--- src/rtl/ibex_pkg.sv ---
// Shared types and constants for the Ibex register-file readback engine.
package ibex_pkg;

    // Register-file index width (32 registers maximum).
    localparam int unsigned RegAddrW = 5;

    typedef enum logic [1:0] {
        RbIdle  = 2'd0,
        RbFetch = 2'd1,
        RbSend  = 2'd2
    } regfile_rb_state_e;

endpackage

--- src/rtl/ibex_regfile_readback.sv ---
// Register-file readback engine: walks first..last through one asynchronous
// read port and streams {addr, data, last} over a valid/ready interface.
// Optional feature macro: IBEX_REGFILE_READBACK_SKIP_ZERO_EN. When it is
// defined, register 0 is never emitted, and a 0..0 range is an empty walk
// that only pulses done_o.
module ibex_regfile_readback
    import ibex_pkg::*;
#(
    parameter int unsigned NumWords  = 32,
    parameter int unsigned DataWidth = 32
) (
    input  logic                 clk_i,
    input  logic                 rst_ni,
    input  logic                 start_i,
    input  logic                 abort_i,
    input  logic [4:0]           first_addr_i,
    input  logic [4:0]           last_addr_i,
    output logic [4:0]           raddr_o,
    input  logic [DataWidth-1:0] rdata_i,
    output logic                 out_valid_o,
    input  logic                 out_ready_i,
    output logic [DataWidth-1:0] out_data_o,
    output logic [4:0]           out_addr_o,
    output logic                 out_last_o,
    output logic                 busy_o,
    output logic                 done_o,
    output logic                 error_o
);

    regfile_rb_state_e     state_q, state_d;
    logic [RegAddrW-1:0]   ptr_q, ptr_d;
    logic [RegAddrW-1:0]   end_q, end_d;
    logic [DataWidth-1:0]  out_data_q;
    logic [RegAddrW-1:0]   out_addr_q;
    logic                  out_last_q;
    logic                  done_q, done_d;
    logic                  error_q, error_d;
    logic                  capture_s;
    logic [RegAddrW-1:0]   raddr_s;
    logic                  range_bad_s;
    logic [RegAddrW-1:0]   first_eff_s;
    logic                  empty_s;
    logic                  fetch_empty_s;

    // A range is rejected if it runs backwards or past the end of the file.
    assign range_bad_s = (first_addr_i > last_addr_i) ||
                         (32'(last_addr_i) >= NumWords);

`ifdef IBEX_REGFILE_READBACK_SKIP_ZERO_EN
    // Register 0 is hard-wired zero, so the walk starts at 1; a 0..0 range
    // is accepted but has nothing to send (FETCH sees ptr_q > end_q).
    assign first_eff_s   = (first_addr_i == 5'd0) ? 5'd1 : first_addr_i;
    assign empty_s       = (last_addr_i == 5'd0);
    assign fetch_empty_s = (ptr_q > end_q);
`else
    assign first_eff_s   = first_addr_i;
    assign empty_s       = 1'b0;
    assign fetch_empty_s = 1'b0;
`endif

    // Next-state, pointer update, capture strobe and pulse generation.
    always_comb begin
        state_d   = state_q;
        ptr_d     = ptr_q;
        end_d     = end_q;
        done_d    = 1'b0;
        error_d   = 1'b0;
        capture_s = 1'b0;
        raddr_s   = ptr_q;
        case (state_q)
            RbIdle: begin
                raddr_s = 5'd0;
                if (start_i) begin
                    if (range_bad_s) begin
                        error_d = 1'b1;
                    end else begin
                        ptr_d   = first_eff_s;
                        end_d   = last_addr_i;
                        done_d  = empty_s;
                        state_d = RbFetch;
                    end
                end else begin
                    state_d = RbIdle;
                end
            end
            RbFetch: begin
                if (abort_i || fetch_empty_s) begin
                    state_d = RbIdle;
                end else begin
                    capture_s = 1'b1;
                    ptr_d     = ptr_q + 5'd1;
                    state_d   = RbSend;
                end
            end
            RbSend: begin
                if (abort_i) begin
                    // Abort wins over a simultaneous handshake.
                    state_d = RbIdle;
                end else if (out_ready_i) begin
                    if (out_last_q) begin
                        state_d = RbIdle;
                        done_d  = 1'b1;
                    end else begin
                        capture_s = 1'b1;
                        ptr_d     = ptr_q + 5'd1;
                    end
                end else begin
                    state_d = RbSend;
                end
            end
            default: begin
                state_d = RbIdle;
            end
        endcase
    end

    // Control state: FSM, range pointers and the one-cycle status pulses.
    always_ff @(posedge clk_i or negedge rst_ni) begin
        if (!rst_ni) begin
            state_q <= RbIdle;
            ptr_q   <= 5'd0;
            end_q   <= 5'd0;
            done_q  <= 1'b0;
            error_q <= 1'b0;
        end else begin
            state_q <= state_d;
            ptr_q   <= ptr_d;
            end_q   <= end_d;
            done_q  <= done_d;
            error_q <= error_d;
        end
    end

    // Output word register: loads the word read this cycle, holds otherwise.
    always_ff @(posedge clk_i or negedge rst_ni) begin
        if (!rst_ni) begin
            out_data_q <= {DataWidth{1'b0}};
            out_addr_q <= 5'd0;
            out_last_q <= 1'b0;
        end else if (capture_s) begin
            out_data_q <= rdata_i;
            out_addr_q <= ptr_q;
            out_last_q <= (ptr_q == end_q);
        end else begin
            out_data_q <= out_data_q;
            out_addr_q <= out_addr_q;
            out_last_q <= out_last_q;
        end
    end

    assign raddr_o     = raddr_s;
    assign out_valid_o = (state_q == RbSend);
    assign busy_o      = (state_q != RbIdle);
    assign out_data_o  = out_data_q;
    assign out_addr_o  = out_addr_q;
    assign out_last_o  = out_last_q;
    assign done_o      = done_q;
    assign error_o     = error_q;

endmodule

--- config.mk ---
export PLATFORM = sky130hd
export DESIGN_NAME = ibex_regfile_readback
export DESIGN_NICKNAME = d
export VERILOG_FILES = /design/src/rtl/ibex_pkg.sv /design/src/rtl/ibex_regfile_readback.sv
export SDC_FILE = /design/constraint.sdc
export NUM_CORES = 1
export LEC_CHECK = 0
export ABC_AREA = 1
export BUFFER_PORTS_ARGS = -buffer_cell sky130_fd_sc_hd__buf_2
export CORE_ASPECT_RATIO = 1.4
export CORE_MARGIN = 2
export CORE_UTILIZATION = 48
export CTS_BUF_LIST = sky130_fd_sc_hd__clkbuf_16
export CTS_CLUSTER_DIAMETER = 120
export DETAILED_ROUTE_END_ITERATION = 8
export PLACE_DENSITY = 0.79
export SLEW_MARGIN = 30
export SYNTH_ARGS = -nofsm -noshare
export SYNTH_HDL_FRONTEND = slang
export SYNTH_SLANG_ARGS = --single-unit
--- constraint.sdc ---
create_clock -name clk_i -period 1.75 [get_ports clk_i]
set_input_delay 0.2625 -clock clk_i [delete_from_list [all_inputs] [get_ports clk_i]]
set_output_delay 0.2625 -clock clk_i [all_outputs]
set_load 0.01 [all_outputs]
Yosys cells after proc, flatten, opt, wreduce, memory -nomap -nowiden
Cells that the tools add are included.
Cells by class
  add/sub/neg operators: 1
  order comparisons: 1
  equality and inequality tests: 11
  multiplexer cells: 27
  bitwise operators: 1
  reduce and logical (&&, ||, !) cells: 6
Operators by type and width (count)
  $mux 5: 7
  $pmux 5 s3: 1
  $mux 2: 6
  $mux 1: 11
  $ne 2x2->1 const B: 5
  $reduce_and 7->1: 1
  $pmux 2 s3: 1
  $add 5x1->5 const B: 1
  $eq 5x5->1: 1
  $gt 5x5->1: 1
  $ne 4x3->1 const B: 1
  $ne 3x3->1 const B: 1
  $reduce_and 3->1: 1
  $reduce_bool 3->1: 1
  $eq 2x1->1 const B: 1
  $eq 2x2->1 const B: 1
  $logic_not 2->1: 1
  $ne 2x1->1 const B: 1
  $pmux 1 s2: 1
  $reduce_and 2->1: 1
  $reduce_bool 2->1: 1
  $not 1->1: 1
Storage, ports and cells
  flip-flop bits (word level): 52
  input port bits: 47
  output and inout port bits: 47
  logic and storage cells: 55

Logic depth before layout (Yosys ltp)
  word-level depth: 5
  mapped depth: 12
  mapped depth without buffers: 12

Worst setup path after synthesis
Ideal clock, no wire load.
  path type: reg2reg
  start: register state_q[0]
  end: register out_addr_q[4], in the netlist out_addr_o[4]
  arrival: 1.330 ns
  required time: 1.627 ns
  setup slack: 0.297 ns
  stages on the path, launching flop included: 9
  path buffers: 1
  cell sequence: dfrtp_1 -> inv_1 -> ha_1 -> nand4_1 -> o21ai_2 -> nand2_4 -> buf_2 -> nand2_1 -> o21ai_1
Between the ends
  word-level cells in the longest chain between the ends: 2
  elaborated cells on any way between the ends: 3
  those cells by class: 2 x eq/ne; 1 x mux
RTL lines
  from (decl): line ibex_regfile_readback.sv:30  | regfile_rb_state_e state_q, state_d;
  from (signal assigned): line ibex_regfile_readback.sv:120  | state_q <= RbIdle;
  from (signal assigned): line ibex_regfile_readback.sv:126  | state_q <= state_d;
  $eq 2x2->1
  via out_valid_o: line ibex_regfile_readback.sv:20  | output logic out_valid_o,
  $pmux 1 s2: line ibex_regfile_readback.sv:70  | case (state_q)
  to (signal assigned): line ibex_regfile_readback.sv:142  | out_addr_q <= ptr_q;
  to (signal assigned): line ibex_regfile_readback.sv:146  | out_addr_q <= out_addr_q;
  to (decl): line ibex_regfile_readback.sv:34  | logic [RegAddrW-1:0] out_addr_q;
The timed path passes the listed nets, and every way through them passes these cells.
A chain may end at the register's enable or synchronous reset.

Worst setup path in the final report
  start: register state_q[0]
  end: output port raddr_o[2]
Between the ends
  word-level cells in the longest chain between the ends: 2
RTL lines
  $logic_not 2->1: line ibex_regfile_readback.sv:70
  $mux 5: line ibex_regfile_readback.sv:70
  to (decl): line ibex_regfile_readback.sv:18  | output logic [4:0] raddr_o,
No other way between the ends.

==> run_results.csv <==
group,metric,value,unit
routing,detail_route.iter0.violations,130,
placed_design,post-dp-hpwl,4.07,mm
global_route,grt_util_all_layers,0.195,
timing,finalSetupViolations,0,
placed_design,dp.cells,447,
worst_setup_path,cp_data_required_time,1.49,ns
timing,final_max_slew_viol_count,0,
timing,setup_repair_after_global_routing_missed_its_margin,"false",
status,status,"complete, but fails checks",
global_route,grt_start_max_net_pins,44,
floorplan,row_count,30,
yosys,synth_compound_gate_area_share,0.0571,
global_route,use_met3,0.0386,
yosys,muxShareOfSynthArea,0,
cts,holdBufCountCts,0,
routing,drc,0,
final_layout,antenna_diode_count,0,
cts,clk-insertion-delay-late,0.29,ns
worst_setup_path,critical_path_class,"flop to output port",
cts,cts_buffers,5,
min_path,worst_hold_path_type,"primary input to asynchronous set/reset pin",
worst_setup_path,timing.reg2reg.setup_slack,0.18,ns
floorplan,io-pin-count,94,
global_route,global_route.peak_usage_layer,"met2",
timing,finalHoldWorstSlack,-0.0103,ns
timing,worst_pin_slew,0.631,ns
timing,total_count_of_hold_check_failures_in_the_final_report,20,
status,failed_checks,"negative hold slack",
timing,timing.clock.skew,0.00398,ns
routing,viasPerCell,4.74,
worst_setup_path,worst_setup_path_start_kind,"flop",
final_layout,mostFrequentLayoutCell,"sky130_fd_sc_hd__nand2_1",
yosys,post_synth_xor_area_fraction,0.00727,
yosys,mappedNetlistArea,0.00241,mm²
cts,htree_levels,2,
floorplan,initial_util,0.498,
timing,fin_crit_sh,0.949,
power_and_ir_drop,vdd_ir_drop_max,0.671,mV
final_layout,final_cell_mix,"sky130_fd_sc_hd__nand2_1 (147), sky130_fd_sc_hd__buf_2 (93), sky130_fd_sc_hd__dfrtp_1 (52)",
cts,tritoncts,"yes",
floorplan,die_area,0.00561,mm²
yosys,ys.warnings.count,0,
final_layout,areaGrowthSynthToFinish,30.7,%
global_route,grt_first_pass_wirelength,8.48,mm
global_route,first_global_vias,1904,
yosys,post_synth_fa_ha_maj_area_fraction,0.0519,
worst_setup_path,end_kind,"output port",
yosys,area_share_of_and_or_nand_nor_cells_after_synthesis,0.287,
yosys,synth.yosys.seq_area_share,0.540,
cts,cts_repair_resize_count,0,
power_and_ir_drop,power_density,1740,mW/mm²
cts,cts.reportedPaths.clkPinSlew,0.07,ns
timing,maxSlewHeadroom,0.579,
routing,via_count,2161,
final_layout,layout.nets,448,
yosys,yosysUniqueCellTypes,23,
yosys,mappedNetlistNets,351,
routing,drtAntennaViolNets,0,
floorplan,die_y,87.9,µm
routing,route.detailed.wl_per_inst,11.7,µm
placed_design,buffer_ports.inserted,93,
worst_setup_path,critical_path_peak_fanout,7,
power_and_ir_drop,leakagePower,0.00187,µW
final_layout,post_route_cells_drive_above_1_share,0.293,
yosys,synthesis.area_per_instance,8.20,µm²
timing,period_needed,1.66,ns
global_route,met2_usage,0.327,
cts,cts-root-to-sink-buffers,2,
floorplan,core-area,0.00484,mm²
worst_setup_path,arrival,1.40,ns
yosys,syn_inst,294,
floorplan,die_x,63.9,µm
yosys,largest_family_of_logic_cells_by_synthesized_area,"simple AND/OR/NAND/NOR gates",
routing,dr.pass1.iters,5,
timing,setup-tns-final,0,ns
yosys,ys_seq_elements,52,
cts,clock_sink_count,52,
global_route,overflow,0,
timing,max_freq,602,MHz
global_route,global_route.usage.met1,0.245,
run,max_cap_viol_count,0,
placed_design,routabilityCongestion,0.794,
routing,wirelength,5.35,mm
final_layout,stdcell_count,456,
global_route,antenna_found_initial,0,
cts,clock_tree.root_cell,"sky130_fd_sc_hd__clkbuf_16",
final_layout,fillers,413,
-- where the power goes --
group / internal (µW) / leakage, µW / switching, µW
registers: 1720 / 0.000662 / 311
clock network: 671 / 0.0000814 / 408
logic: 944 / 0.00113 / 1420
total: 3340 / 0.00187 / 2140
-- cell type report --
| type | instances | area [µm²] | area share |
|---|---|---|---|
| tap | 64 | 80.1 | 0.0254 |
| multi-input combinational | 210 | 972 | 0.308 |
| inverter | 24 | 90.1 | 0.0286 |
| clock buffer | 5 | 125 | 0.0397 |
| sequential | 52 | 1300 | 0.413 |
| clock inverter | 3 | 42.5 | 0.0135 |
| timing repair buffer | 98 | 541 | 0.171 |
-- flip-flops by register name (all words and copies together), names as in the netlist --
name and flops:
out_data_o 32, error_o 1, out_last_o 1, state_q 2, ptr_q 5, out_addr_o 5
end_q 5, done_o 1
-- final timing paths --
path | from | end | depth (start not counted)
worst max register to register | state_q[0] | out_data_o[15] | 9
max in group asynchronous | rst_ni | out_data_o[28] | 2
worst min register to register | out_data_o[27] | out_data_o[27] | 2
worst max-delay path | state_q[0] | raddr_o[2] | 5
worst min-delay path | rst_ni | out_data_o[10] | 1
min in group clk_i | rdata_i[13] | out_data_o[13] | 3
-- synthesized netlist by cell type --
cell type                   number  share of area
sky130_fd_sc_hd__inv_1          22          0.034
sky130_fd_sc_hd__or2_2           1         0.0026
sky130_fd_sc_hd__ha_1           10          0.052
sky130_fd_sc_hd__o21ai_1         5          0.010
sky130_fd_sc_hd__nand3_1        10          0.021
sky130_fd_sc_hd__xor2_1          2         0.0073
sky130_fd_sc_hd__nand2_1       147           0.23
sky130_fd_sc_hd__inv_2           2         0.0031
sky130_fd_sc_hd__nand4_1         1         0.0026
sky130_fd_sc_hd__a221oi_1        1         0.0036
sky130_fd_sc_hd__buf_2           5          0.010
sky130_fd_sc_hd__dfrtp_1        52           0.54
sky130_fd_sc_hd__o21ai_0        12          0.025
sky130_fd_sc_hd__a21oi_2         1         0.0036
sky130_fd_sc_hd__o21ai_2         1         0.0036
sky130_fd_sc_hd__o22ai_1         2         0.0052
sky130_fd_sc_hd__nand2_2         3         0.0078
sky130_fd_sc_hd__o2111ai_1       1         0.0036
sky130_fd_sc_hd__a21oi_1         1         0.0021
sky130_fd_sc_hd__buf_4           3         0.0093
sky130_fd_sc_hd__nand3_2         1         0.0042
sky130_fd_sc_hd__nand2_4         1         0.0047
sky130_fd_sc_hd__nor2_1         10          0.016
-- cells by family after synthesis --
group                      count (synthesis)
AOI/OAI and AO/OA                         24
xor gates and xnor gates                   2
adders and majority gates                 10
buffers and inverters                     32
DFF                                       52
and+or+nand+nor                          174
-- critical path: stages, from the launching register on --
cell and delay [ns]:
sky130_fd_sc_hd__dfrtp_1 0.39, sky130_fd_sc_hd__inv_1 0.08, sky130_fd_sc_hd__ha_1 0.21, sky130_fd_sc_hd__buf_4 0.17, sky130_fd_sc_hd__nor2_1 0.12, sky130_fd_sc_hd__buf_2 0.14
-- layer usage --
| metal | up-vias | routed length, µm |
|---|---|---|
| met3 | 10 | 332 |
| met4 | 0 | 118 |
| met1 | 973 | 2240 |
| li1 | 1104 | - |
| met5 | - | 0 |
| met2 | 74 | 2670 |
-- through the flow --
stage,total power [µW],util,hold WS [ns],worst slack (ns),instance area (µm²)
after floorplan,3510,-,-0.0331,0.297,2410
after global placement,4340,0.615,0.316,0.199,2980
after detailed placement,4410,0.615,0.319,0.161,2980
after CTS,5510,0.649,0.00808,0.0842,3140
after global routing,5920,0.651,0.0435,0.00695,3150
final,5480,0.651,-0.0103,0.0894,3150
-- what timing repair did --
action | in CTS | in global routing
setup endpoints to repair | 0 | 1
setup buffers | 0 | 1
hold endpoints to repair | 0 | 0
No activity file was read; power rests on OpenSTA's default activity.
